===== config.mk =====
export PLATFORM = sky130hd
export DESIGN_NAME = dac_serial_rx
export DESIGN_NICKNAME = d
export VERILOG_FILES = /design/src/rtl/dac_serial_rx.sv
export SDC_FILE = /design/constraint.sdc
export NUM_CORES = 1
export LEC_CHECK = 0
export ABC_AREA = 1
export BUFFER_PORTS_ARGS = -buffer_cell sky130_fd_sc_hd__buf_2
export CAP_MARGIN = 10
export CORE_UTILIZATION = 40
export CTS_BUF_LIST = sky130_fd_sc_hd__clkbuf_8
export DETAILED_ROUTE_END_ITERATION = 8
export GPL_TIMING_DRIVEN = 0
export SLEW_MARGIN = 20
export SYNTH_ARGS = -nofsm -noshare
export SYNTH_HDL_FRONTEND = slang
export SYNTH_SLANG_ARGS = --single-unit

===== constraint.sdc =====
create_clock -name clk_4M -period 1.46 [get_ports clk_4M]
set_input_delay 0.073 -clock clk_4M [delete_from_list [all_inputs] [get_ports clk_4M]]
set_output_delay 0.073 -clock clk_4M [all_outputs]
set_load 0.1 [all_outputs]

===== src/rtl/dac_serial_rx.sv =====
// rtl/dac_serial_rx.sv - serial two-channel DAC code receiver
// Captures 9-bit address/data frames framed by DAC_scen and drives two 8-bit output codes.
module dac_serial_rx #(
  parameter logic [7:0] RESET_CODE = 8'h00,
  parameter bit         LDAC_MODE  = 1'b0
) (
  input  logic       clk_4M,
  input  logic       rst_n,
  input  logic       DAC_scen,
  input  logic       din,
  input  logic       ldac_n,
  output logic [7:0] dac_a_q,
  output logic [7:0] dac_b_q,
  output logic       upd_a,
  output logic       upd_b,
  output logic       frame_err,
  output logic       busy
);

  typedef enum logic [1:0] {WAIT_HI, IDLE, SHIFT} state_t;

  state_t     state_q;
  logic [3:0] cnt_q;
  logic [8:0] shift_q;
  logic [7:0] in_a_q;
  logic [7:0] in_b_q;

  logic commit;
  logic frame_ok;
  logic load_a_d;
  logic load_b_d;

  // The first high sample of DAC_scen after a run of low samples closes the frame.
  assign commit   = (state_q == SHIFT) && DAC_scen;
  assign frame_ok = commit && (cnt_q == 4'd9);
  assign load_a_d = frame_ok && !shift_q[8];
  assign load_b_d = frame_ok && shift_q[8];
  assign busy     = (state_q == SHIFT);

  always_ff @(posedge clk_4M or negedge rst_n) begin
    if (!rst_n) begin
      state_q   <= WAIT_HI;
      cnt_q     <= 4'd0;
      shift_q   <= 9'd0;
      in_a_q    <= RESET_CODE;
      in_b_q    <= RESET_CODE;
      dac_a_q   <= RESET_CODE;
      dac_b_q   <= RESET_CODE;
      upd_a     <= 1'b0;
      upd_b     <= 1'b0;
      frame_err <= 1'b0;
    end else begin
      upd_a     <= load_a_d;
      upd_b     <= load_b_d;
      frame_err <= commit && !frame_ok;

      case (state_q)
        WAIT_HI: begin
          if (DAC_scen) state_q <= IDLE;
        end
        IDLE: begin
          if (!DAC_scen) begin
            state_q <= SHIFT;
            shift_q <= {8'h00, din};
            cnt_q   <= 4'd1;
          end
        end
        SHIFT: begin
          if (!DAC_scen) begin
            shift_q <= {shift_q[7:0], din};
            if (cnt_q != 4'd15) cnt_q <= cnt_q + 4'd1;
          end else begin
            state_q <= IDLE;
            cnt_q   <= 4'd0;
          end
        end
        default: state_q <= WAIT_HI;
      endcase

      if (load_a_d) in_a_q <= shift_q[7:0];
      if (load_b_d) in_b_q <= shift_q[7:0];

      // In LDAC mode the output copies the pre-edge input register, so a
      // simultaneous commit only reaches the output on the next strobe.
      if (LDAC_MODE) begin
        if (!ldac_n) begin
          dac_a_q <= in_a_q;
          dac_b_q <= in_b_q;
        end
      end else begin
        if (load_a_d) dac_a_q <= shift_q[7:0];
        if (load_b_d) dac_b_q <= shift_q[7:0];
      end
    end
  end

endmodule


==> Word level (Yosys, flattened, before mapping) <==
Cells that the tools add are included.
{ "totals": {"out_inout_bits": 20, "wordCells": 40, "in_bits": 5, "n_memories": 0, "ram_bits": 0, "register_bits": 34, "mem_bits_ro": 0, "latch_bits": 0} }
{ "op_classes": {"eq_ne": 8, "n_reduce_logical": 13, "add_sub_neg": 1, "bitwise": 0, "mul": 0, "shift": 0, "muxes": 10, "magnitude_cmp": 0, "n_div": 0} }
{ "ops": {"columns": ["cell", "n"], "rows": [
  ["$mux 9", 2],
  ["$pmux 9 s2", 1],
  ["$mux 4", 3],
  ["$pmux 4 s2", 1],
  ["$reduce_and 3->1", 2],
  ["$logic_and 1x1->1", 5],
  ["$add 4x1->4 const B", 1],
  ["$eq 4x4->1 const B", 1],
  ["$mux 2", 2],
  ["$ne 2x2->1 const B", 2],
  ["$ne 4x4->1 const B", 1],
  ["$pmux 2 s2", 1],
  ["$ne 3x2->1 const B", 1],
  ["$eq 2x1->1 const B", 1],
  ["$eq 2x2->1 const B", 1],
  ["$logic_not 1->1", 2],
  ["$logic_not 2->1", 1],
  ["$ne 2x1->1 const B", 1],
  ["$reduce_and 2->1", 1],
  ["$reduce_bool 2->1", 1],
  ["$reduce_or 2->1", 1]
]} }

==> Depth between registers and ports, before layout <==
Gate-level depths: netlist of the first run.
{ "logic_depth": {"depth_word": 5, "mapped_depth": 8, "mapped_depth_nobuf": 8} }

==> Worst setup path before layout of the first run <==
No wires, ideal clock.
{ "synth_path": {"kind": "register to register", "from": "register state_q[0]", "to": "register shift_q[0]", "required_ns": 1.384, "arrival_ns": 1.921, "n_path_buf": 2, "path_slack_ns": -0.537, "period_less_slack_ns": 1.997, "setup_time_ns": 0.076, "stages_incl_launch_ff": 8, "cell_sequence": "dfrtp_1 > inv_1 > ha_1 > o21a_1 > buf_2 > buf_6 > nand2_1 > o21ai_1"} }
{ "synth_via": {"elab_chain_len": 3, "elab_cells_between_ends": 7, "classes_between": "eq/ne: 4; mux: 1; reduce/logical: 2"} }
{ "synth_rtl": {"columns": ["element", "line_no", "text"], "rows": [
  ["start: declaration", "22", "state_t state_q;"],
  ["start signal: assignment", "42", "state_q <= WAIT_HI;"],
  ["start signal: assignment", "59", "if (DAC_scen) state_q <= IDLE;"],
  ["start signal: assignment", "63", "state_q <= SHIFT;"],
  ["$eq 2x2->1 *", null, null],
  ["named net busy", "17", "output logic busy"],
  ["$ne 2x2->1 (no line) or $reduce_bool 2->1 (tied branches)", null, null],
  ["$reduce_and 3->1 (no line)", null, null],
  ["end signal: assignment", "64", "shift_q <= {8'h00, din};"],
  ["end signal: assignment", "70", "shift_q <= {shift_q[7:0], din};"],
  ["end: declaration", "24", "logic [8:0] shift_q;"]
]} }
The timed path passes the listed nets; every way through them passes the cells marked *.
A chain may end at the register's enable or synchronous reset.

==> Worst setup path after layout of the first run <==
{ "layout_path": {"from": "register state_q[1]", "to": "register shift_q[0]"} }
{ "layout_via": {"elab_chain_len": 3, "elab_cells_between_ends": 7, "classes_between": "eq/ne: 4; mux: 1; reduce/logical: 2"} }
{ "layout_rtl": {"columns": ["element", "line_no", "text"], "rows": [
  ["$eq 2x2->1 or $eq 2x1->1 (tied branches)", "57", "case (state_q)"],
  ["$ne 2x2->1 (no line) or $reduce_bool 2->1 (tied branches)", null, null],
  ["$reduce_and 3->1 (no line)", null, null]
]} }
Several ways; a longest one is shown, not always the timed one.

==> run_results.csv, run 1 <==
group,metric,value,unit
critical_path,critPathRequiredTime,1.63,ns
synth,synth_adder_area_share,6.240,%
run,cap_viol_max_count,0,
synth,ys_seq_elements,34,
grt,grt_pass1_wl,5202,um
power,p_int,0.001786,W
placement,dp_hpwl,2104,um
synth,ys_seq_area_share,53.04,%
synth,synth_top_cell_area_share,53.04,%
grt,grt_pass1_vias,1157,
power,powerDensity,1324,nW/um^2
cts,clock_path_buffers,2,
power,p_clk_share,22.4,%
cts,cts.clk_slew.worst_paths,0.06,ns
synth,synth_top_family_by_area,"simple AND/OR/NAND/NOR gates",
floorplan,initial_core_util,42.85,%
cts,cts_sinks,34,
power,swShare,36.85,%
placement,pre_cts_ws,-0.09334,ns
sta,grt_setup_unrepaired,"yes",
worst_hold_path,min_path_type,"in -> reg",
synth,synth-edff-count,0,
critical_path,reg2reg_from,"state_q[1]",
critical_path,worst-r2r-setup-slack,0.04,ns
detailed_routing,wire_per_inst,12.27,um
placement,gp_congestion,0.7248,
critical_path,path_class,"reg -> reg",
floorplan,core_area,3744,um^2
grt,antenna_found_initial,0,
sta,setup_viol_count_final,0,
critical_path,crit_chain,"buf_4 > ha_4 > o21a_1 > buf_6 > buf_6 > nand2_1 > o21ai_1",
sta,min_period,1.424,ns
sta,fin_skew,0.004258,ns
detailed_routing,drc,0,
cts,h-tree-depth,2,
synth,ys.flop_type,"dfrtp_1",
sta,period_share,97.56,%
synth,synthTopCellsByArea,"dfrtp_1, o21ai_2, nand2_1",
power,pwr-share-seq,39.3,%
detailed_routing,drt_iter0_drc,38,
placement,port_buffers,23,
grt,grt_max_degree,35,
critical_path,startpoint_type,"register",
floorplan,row_count,22,
power,peakVddDrop,0.7882,mV
critical_path,crit_fanout,10,
critical_path,worstPathArrival,1.60,ns
synth,syn_avg_cell_area,9.781,um^2
critical_path,cpMaxStageDelayCell,"dfrtp_2",
cts,cts_tree,"built",
critical_path,cpMostUsedCell,"buf_6",
critical_path,critPathMaxStageDelay,0.44,ns
synth,synth_cells,164,
power,power_frac_comb,38.2,%
sta,report.final.slew_viol_count,0,
sta,holdWs,0.1110,ns
sta,worst_slack,0.03558,ns
synth,syn_area,1604,um^2
floorplan,die_y,65.33,um
cts,clockRootBuffer,"clkbuf_8",
floorplan,io_pins,25,
synth,synth_compound_area_share,14.20,%
power,finalPower,0.002828,W
critical_path,critPathLaunch,"state_q[1]",
cells_and_area,diodes,0,
synth,synthMuxAreaShare,0,%
power,leakagePower,1.061,nW
detailed_routing,first_pass_iters,4,
detailed_routing,vias,1230,
detailed_routing,detail_route.vias_per_cell,4.786,
synth,yosys_warnings,0,
synth,synthSimpleGateAreaFrac,18.25,%
cts,clkLatencyLatePin,0.28,ns
cts,cts_made_buffers,5,
sta,max_slew.worst_pin.slew,0.7397,ns
critical_path,cpLargestDelayFamily,"flip-flops",
detailed_routing,wl,3154,um
synth,synthXorXnorAreaFrac,0,%
sta,max_freq,702.0,MHz
outcome,status,"complete, no violations",
sta,hold_viol,0,
synth,synthesis.nets,177,
synth,synthArstFlopShare,100.0,%
cells_and_area,final_layout_size_suffix_gt1_share,42.58,%
floorplan,die_w,65.33,um
critical_path,path_buf_inv,3,
grt,grt-ovfl-total,0,
critical_path,end_kind,"register",
grt,grtUsageTotal,16.74,%
cells_and_area,num-nets-final,222,
sta,timing.max_slew.rel_slack,50.69,%
synth,ys_top_cells_by_count,"dfrtp_1, nand2_1, inv_1",
synth,synth_cell_type_count,20,
cells_and_area,syn_to_final_growth,33.15,%
power,switchingPower,0.001042,W
worst_hold_path,hold_path_startpoint,"DAC_scen",
floorplan,die_area,4267,um^2
synth,synth_largest_area_cell,"dfrtp_1",
detailed_routing,ant_nets,0,
## cell families after synthesis
| kind of cell | Yosys count |
|---|---|
| buffers and inverters | 28 |
| and+or+nand+nor | 61 |
| DFF | 34 |
| AOI/OAI and AO/OA | 33 |
| adders and majority gates | 8 |
## power groups by stage
stage	clock network [W]	registers (W)	logic [W]
2_1_floorplan	0	0.00115	0.000610
3_3_place_gp	0	0.00112	0.000769
3_5_place_dp	0	0.00113	0.000788
4_1_cts	0.000663	0.00110	0.000892
5_1_grt	0.000701	0.00113	0.00119
6_report	0.000634	0.00111	0.00108
## per-stage QoR
| step | util (%) | setup TNS (ns) | instances | area [um^2] |
|---|---|---|---|---|
| global placement | 47.86 | -0.2257 | 235 | 1792 |
| detailed placement | 47.86 | -1.080 | 235 | 1792 |
| global route | 57.05 | -0.1519 | 257 | 2136 |
| finish | 57.05 | 0 | 257 | 2136 |
| floorplan | - | 0 | 164 | 1617 |
| CTS | 53.07 | -0.2271 | 253 | 1987 |
## worst register-to-register path, delay by kind of cell (launching register included)
kind | cells | cell delay (ns)
buffers and inverters | 3 | 0.44
flip-flops | 1 | 0.44
AO/OA/AOI/OAI | 2 | 0.23
adder cells (fa/ha/maj) | 1 | 0.16
AND/OR/NAND/NOR | 1 | 0.05
## layer usage
layer	global-route usage (%)	vias to the layer above	wire [um]
li1	-	620	-
met2	25.00	29	1528
met1	22.13	573	1438
met4	8.967	0	64
met3	4.340	8	122
met5	0	-	0
## flip-flops by register name, summed over array words and instances, names as in the netlist
signal / count
shift_q: 9
dac_a_q: 8
dac_b_q: 8
cnt_q: 4
state_q: 2
frame_err: 1
upd_a: 1
upd_b: 1
## placed cells by master (no fill, tap or decap), types with 2 or more instances in the layout
| cell | count |
|---|---|
| o21ai_2 | 17 |
| nor2_1 | 6 |
| dfrtp_1 | 33 |
| nand2_2 | 9 |
| nand2_1 | 26 |
| inv_2 | 4 |
| buf_4 | 7 |
| dlygate4sd3_1 | 2 |
| nand2_4 | 2 |
| clkinv_2 | 2 |
| buf_12 | 3 |
| nand4_1 | 2 |
| nand3_4 | 2 |
| nand3_1 | 12 |
| buf_2 | 22 |
| ha_4 | 3 |
| o21ai_0 | 3 |
| inv_1 | 18 |
| ha_1 | 4 |
| buf_6 | 7 |
| clkbuf_8 | 5 |
| o21ai_1 | 11 |
## final cells by class
class                           count  area [um^2]
Multi-Input combinational cell    102        694.4
Tap cell                           48        60.06
Clock buffer                        5        68.82
Fill cell                         363         1608
Clock inverter                      2        10.01
Timing Repair Buffer               38        292.8
Sequential cell                    34        852.1
Inverter                           23        88.84
Buffer                              5        68.82
## path summary, 6_finish.rpt
path,endpoint,cells past startpoint
max in group asynchronous,state_q[1],2
worst min register to register,dac_b_q[6],2
worst max-delay path,shift_q[0],7
worst min-delay path,frame_err,3
min in group asynchronous,cnt_q[2],2
worst max register to register,shift_q[0],7
## repair_timing
item,4_1_cts,5_1_grt
gates resized for setup,6,28
buffers inserted,9,3
pin swaps,0,3
endpoints found under the setup margin,29,32
hold endpoints to repair,35,0
hold buffers,2,0
cloned,0,1
No activity file was read; power rests on OpenSTA's default activity.
==> inputs of run 2 (changes only) <==
Settings changed: ABC_AREA 1 to unset.
==> run 2 against run 1 <==
Clock skew grew 0.0011 ns. Die area shrank 4.8%. Via count shrank 12%. Count of clock-buffer cells in the layout grew 1. Critical path type unchanged. Setup slack lost 0.21 ns. Utilization grew 0.54 points. The run now ends with setup timing left.
==> run_results.csv, run 2 <==
group,metric,value,unit
cts,cts_made_buffers,5,
cells_and_area,largest_reg_flops,9,
critical_path,reg2reg_from,"cnt_q[1]",
power,powerDensity,1435,nW/um^2
floorplan,die_y,63.73,um
power,p_int,0.002001,W
synth,synthTopCellsByArea,"dfrtp_1, mux2_2, mux2_4",
synth,synth_top_cell_area_share,55.83,%
synth,syn_avg_cell_area,12.81,um^2
placement,dp_hpwl,1868,um
sta,max_slew.worst_pin.slew,0.7528,ns
cts,clkLatencyLatePin,0.27,ns
floorplan,die_w,63.73,um
grt,use_met3,3.442,%
sta,setup_viol_count_final,20,
cells_and_area,fillers,308,
detailed_routing,ant_nets,0,
synth,syn_area,1524,um^2
grt,grt-ovfl-total,0,
cts,clockRootBuffer,"clkbuf_8",
grt,gr-usage-met2,30.59,%
placement,port_buffers,23,
sta,fin_skew,0.005326,ns
detailed_routing,first_pass_iters,4,
grt,antenna_found_initial,0,
run,cap_viol_max_count,0,
grt,grt_pass1_vias,1152,
sta,grt_setup_unrepaired,"yes",
power,leakagePower,1.073,nW
floorplan,core_area,3661,um^2
synth,ys.flop_type,"dfrtp_1",
critical_path,cpMaxStageDelayCell,"dfrtp_1",
detailed_routing,detail_route.vias_per_cell,4.977,
cells_and_area,diodes,0,
critical_path,endpoint,"dac_a_q[4]",
cells_and_area,syn_to_final_growth,38.34,%
critical_path,critPathMaxStageDelay,0.39,ns
grt,grtUsageTotal,17.58,%
cells_and_area,largestRegisters,"shift_q x9, dac_a_q x8, dac_b_q x8",
power,pwr-share-seq,38.2,%
detailed_routing,wire_per_inst,14.64,um
cells_and_area,top_register,"shift_q",
critical_path,crit_fanout,5,
critical_path,worst-r2r-setup-slack,-0.18,ns
critical_path,critPathLaunch,"cnt_q[1]",
cells_and_area,layout_common_cells,"dfrtp_1, buf_2, mux2_4, nand2_1, buf_4",
sta,worst_slack,-0.1774,ns
synth,ys_top_cells_by_count,"dfrtp_1, nand2_1, mux2_2",
grt,grt_pass1_wl,5409,um
power,finalPower,0.003025,W
critical_path,critPathRequiredTime,1.62,ns
placement,gp_congestion,0.7656,
grt,use_met1,20.79,%
critical_path,path_class,"reg -> reg",
sta,holdWs,0.03958,ns
power,peakVddDrop,0.8317,mV
worst_hold_path,min_path_type,"in -> reg",
sta,min_period,1.637,ns
detailed_routing,vias,1080,
outcome,status,"finished, violations left",
synth,synth-edff-count,0,
power,power_frac_comb,39.1,%
sta,hold_viol,0,
sta,report.final.slew_viol_count,0,
cells_and_area,final_layout_size_suffix_gt1_share,52.66,%
critical_path,end_kind,"register",
power,swShare,33.85,%
outcome,violations,"setup timing",
placement,pre_cts_ws,-0.3668,ns
floorplan,io_pins,25,
cells_and_area,num-nets-final,181,
critical_path,worstPathArrival,1.80,ns
critical_path,r2r_cells,6,
critical_path,crit_chain,"inv_2 > ha_4 > and3b_2 > nor3b_4 > buf_6 > mux2_4",
synth,synthMostInstantiatedCell,"dfrtp_1",
detailed_routing,drt_iter0_drc,25,
sta,finalSetupTns,-2.542,ns
sta,timing.max_slew.rel_slack,49.81,%
cts,cts.clk_slew.worst_paths,0.07,ns
cts,cts_tree,"built",
synth,synth_largest_area_cell,"dfrtp_1",
cts,h-tree-depth,2,
critical_path,startpoint_type,"register",
floorplan,initial_core_util,41.63,%
synth,ys_seq_area_share,55.83,%
grt,grt_max_degree,35,
synth,ys_seq_elements,34,
cells_and_area,final_common_cell,"dfrtp_1",
power,p_clk_share,22.7,%
floorplan,die_area,4061,um^2
sta,period_share,112.1,%
detailed_routing,wl,3177,um
synth,synth_cell_type_count,28,
grt,grt_most_used_layer,"met2",
synth,yosys_warnings,0,
critical_path,timing.rr.end,"dac_a_q[4]",
power,switchingPower,0.001024,W
synth,synth_cells,119,
cts,clock_path_buffers,2,
synth,synthesis.nets,132,
synth,synthArstFlopShare,100.0,%
sta,max_freq,610.7,MHz
floorplan,row_count,22,
detailed_routing,drc,0,
cts,cts_sinks,34,
## run 2: changes by cell type in the layout (fill, tap and decap cells not counted), moves of 7 or more
cell	delta
nand2_2	-7
nand3_1	-11
nand2_1	-9
inv_1	-16
mux2_4	+17
buf_4	+9
o21ai_2	-17
o21ai_1	-10
## run 2: worst min-delay path by stage
stage / start / to / cells past startpoint
after floorplan: rst_n / cnt_q[0] / 0
after global placement: rst_n / upd_b / 1
after detailed placement: rst_n / dac_a_q[6] / 1
after CTS: din / shift_q[0] / 2
after global routing: din / shift_q[0] / 2
final: din / shift_q[0] / 2
## run 2: final cells by class
cell class | instances | area (um^2) | share of cell area, %
Sequential cell | 34 | 854.6 | 40.53
Multi-Input combinational cell | 78 | 774.5 | 36.74
Timing Repair Buffer | 41 | 275.3 | 13.06
Clock buffer | 6 | 82.58 | 3.917
Tap cell | 48 | 60.06 | 2.849
Buffer | 4 | 35.03 | 1.662
Inverter | 4 | 17.52 | 0.8309
Clock inverter | 2 | 8.758 | 0.4154
## run 2: power groups by stage
stage / Sequential (W) / Combinational, W / Clock [W]
final: 0.00115 / 0.00118 / 0.000686
after global routing: 0.00117 / 0.00128 / 0.000750
after CTS: 0.00114 / 0.00105 / 0.000719
after detailed placement: 0.00117 / 0.000728 / 0
after global placement: 0.00116 / 0.000697 / 0
after floorplan: 0.00118 / 0.000549 / 0
## run 2: through the flow
stage               cell area, um^2  instances  utilization (%)
floorplan                      1564        119                -
global placement               1739        190            47.51
detailed placement             1739        190            47.51
CTS                            2046        213            55.88
global route                   2108        217            57.59
finish                         2108        217            57.59
## run 2: cells by family after synthesis
| logic type | Yosys count | share of synthesized area, % |
|---|---|---|
| and+or+nand+nor | 33 | 11.74 |
| muxes | 20 | 16.67 |
| AOI/OAI and AO/OA | 16 | 6.487 |
| DFF | 34 | 55.83 |
| adders and majority gates | 8 | 6.568 |
| buffers and inverters | 8 | 2.709 |
## run 2: worst max-delay path: cells and delay by family, from the launching register on
kind / cells / cell delay (ns)
buffers and inverters: 2 / 0.27
and+or+nand+nor: 2 / 0.44
adders and majority gates: 1 / 0.12
muxes: 1 / 0.30
DFF: 1 / 0.39
## run 2: metal layers
metal / vias to the layer above / routed length (um)
met4: 0 / 63
met5: - / 0
met3: 6 / 88
li1: 514 / -
met2: 19 / 1629
met1: 541 / 1396
## run 2: what timing repair did
item | CTS | global route
pin swaps | 4 | 2
gates resized for setup | 24 | 9
hold endpoints to repair | 34 | 0
setup endpoints to repair | 32 | 28
gates cloned | 2 | 0
setup buffers | 12 | 4
hold buffers | 1 | 0
==> inputs of run 3 (changes only) <==
Settings changed: CORE_UTILIZATION 40 to 55, PLACE_DENSITY set to 0.78.
Clock period 1.46 ns to 2.1 ns, I/O delays scaled along.
==> run 3 against run 2 <==
The run now ends clean. Clock power fell by 28%. Via count fell by 8.4%. Critical path depth fell by 1. Critical path type unchanged. Critical endpoint is now dac_b_q[3].
==> run_results.csv, run 3 (synthesis gave the netlist of run 2 again) <==
group,metric,value,unit
power,leakagePower,0.9451,nW
floorplan,initial_core_util,59.88,%
cells_and_area,syn_to_final_growth,17.08,%
detailed_routing,detail_route.vias_per_cell,5.464,
floorplan,die_y,54.64,um
cts,cts_sinks,34,
sta,hold_viol,0,
critical_path,critPathRequiredTime,2.27,ns
placement,port_buffers,23,
detailed_routing,wire_per_inst,13.92,um
placement,pre_cts_ws,0.2048,ns
placement,gp_congestion,0.7876,
sta,holdWs,0.06067,ns
critical_path,critPathMaxStageDelay,0.44,ns
detailed_routing,first_pass_iters,4,
sta,max_freq,542.4,MHz
cells_and_area,final_layout_size_suffix_gt1_share,38.41,%
placement,dp_hpwl,1810,um
sta,period_share,87.79,%
outcome,status,"complete, no violations",
run,cap_viol_max_count,0,
power,p_clk_share,28.2,%
floorplan,row_count,18,
sta,timing.max_slew.rel_slack,52.73,%
cells_and_area,largestRegisters,"shift_q x9, dac_a_q x8, dac_b_q x8",
worst_hold_path,min_path_type,"in -> reg",
power,peakVddDrop,0.7672,mV
cts,clock_path_buffers,2,
critical_path,cpMaxStageDelayCell,"dfrtp_1",
cts,h-tree-depth,2,
cts,cts_tree,"built",
cells_and_area,diodes,0,
sta,min_period,1.844,ns
cts,cts_made_buffers,5,
detailed_routing,ant_nets,0,
floorplan,core_area,2545,um^2
cells_and_area,num-nets-final,163,
cts,cts_setup_buffers,0,
floorplan,die_area,2986,um^2
power,switchingPower,0.0006004,W
detailed_routing,wl,2520,um
sta,max_slew.worst_pin.slew,0.7090,ns
power,power_frac_comb,26.6,%
cells_and_area,top_register,"shift_q",
worst_hold_path,whs_path_depth,2,
sta,grt_setup_unrepaired,"no",
cts,clockRootBuffer,"clkbuf_8",
critical_path,cpLargestDelayFamily,"flip-flops",
power,swShare,34.44,%
cells_and_area,layout.area.seq,850.8,um^2
grt,grtUsageTotal,20.22,%
critical_path,path_buf_inv,2,
critical_path,path_class,"reg -> reg",
cts,clkLatencyLatePin,0.28,ns
sta,fin_skew,0.006565,ns
power,finalPower,0.001743,W
detailed_routing,drt_iter0_drc,6,
sta,setup_viol_count_final,0,
sta,finalSetupTns,0,ns
critical_path,crit_fanout,10,
grt,grt_pass1_vias,894,
power,powerDensity,977.0,nW/um^2
detailed_routing,vias,989,
cells_and_area,multi_input_area,634.4,um^2
floorplan,die_w,54.64,um
power,p_int,0.001143,W
cells_and_area,largest_reg_flops,9,
critical_path,worstPathArrival,2.01,ns
critical_path,r2r_cells,5,
grt,grt_pass1_wl,4077,um
power,pwr-share-seq,45.2,%
cells_and_area,layout_common_cells,"dfrtp_1, buf_2, nand2_1",
cells_and_area,final_common_cell,"dfrtp_1",
critical_path,end_kind,"register",
critical_path,worst-path-stages,5,
grt,antenna_found_initial,0,
cts,cts.clk_slew.worst_paths,0.07,ns
sta,worst_slack,0.2565,ns
detailed_routing,drc,0,
critical_path,startpoint_type,"register",
grt,grt-ovfl-total,0,
sta,report.final.slew_viol_count,0,
cells_and_area,fillers,187,
critical_path,crit_chain,"inv_1 > ha_1 > buf_2 > nand4_2 > mux2_2",
floorplan,io_pins,25,
grt,grt_max_degree,35,
-- run 3: changes by cell type in the layout (fill, tap and decap cells not counted), moves of 4 or more --
cell,previous run,this run
mux2_4,17,8
mux2_2,2,11
buf_4,16,0
ha_1,3,7
ha_4,4,0
-- run 3: layout make-up --
cell class	count	share of cell area [%]
Sequential cell	34	47.69
Multi-Input combinational cell	77	35.55
Timing Repair Buffer	24	7.013
Clock buffer	6	4.628
Tap cell	30	2.104
Buffer	4	1.473
Inverter	4	0.8415
Clock inverter	2	0.7013
-- run 3: repair_timing --
| item | in CTS | in global routing |
|---|---|---|
| gates resized for setup | 0 | 0 |
| hold buffers | 1 | 0 |
| endpoints found under the hold margin | 34 | 0 |
-- run 3: worst paths after layout --
check                      slack (ns)       start    endpoint
min                              0.06         din  shift_q[0]
max in group asynchronous        1.24       rst_n  dac_b_q[2]
max reg2reg                      0.26  state_q[0]  dac_b_q[3]
min reg2reg                      0.50  dac_b_q[2]  dac_b_q[2]
max                              0.26  state_q[0]  dac_b_q[3]
min in group asynchronous        0.40       rst_n  dac_b_q[7]
-- run 3: power groups by stage --
| stage | clock, W | combinational (W) | sequential (W) |
|---|---|---|---|
| floorplan | 0 | 0.000338 | 0.000810 |
| global placement | 0 | 0.000434 | 0.000794 |
| CTS | 0.000504 | 0.000466 | 0.000789 |
| detailed placement | 0 | 0.000462 | 0.000801 |
| finish | 0.000492 | 0.000464 | 0.000787 |
| global route | 0.000539 | 0.000519 | 0.000799 |
-- run 3: routing by layer --
layer	GRT usage, %	vias up	wire [um]
li1	-	475	-
met1	25.74	484	1140
met2	29.92	21	1217
met3	6.944	9	99
met4	10.68	0	63
met5	0	-	0
-- run 3: per-stage QoR --
step / cells / area, um^2 / utilization, %
4_1_cts: 181 / 1784 / 70.11
3_5_place_dp: 172 / 1679 / 65.98
6_report: 181 / 1784 / 70.11
2_1_floorplan: 119 / 1526 / -
3_3_place_gp: 172 / 1679 / 65.98
5_1_grt: 181 / 1784 / 70.11
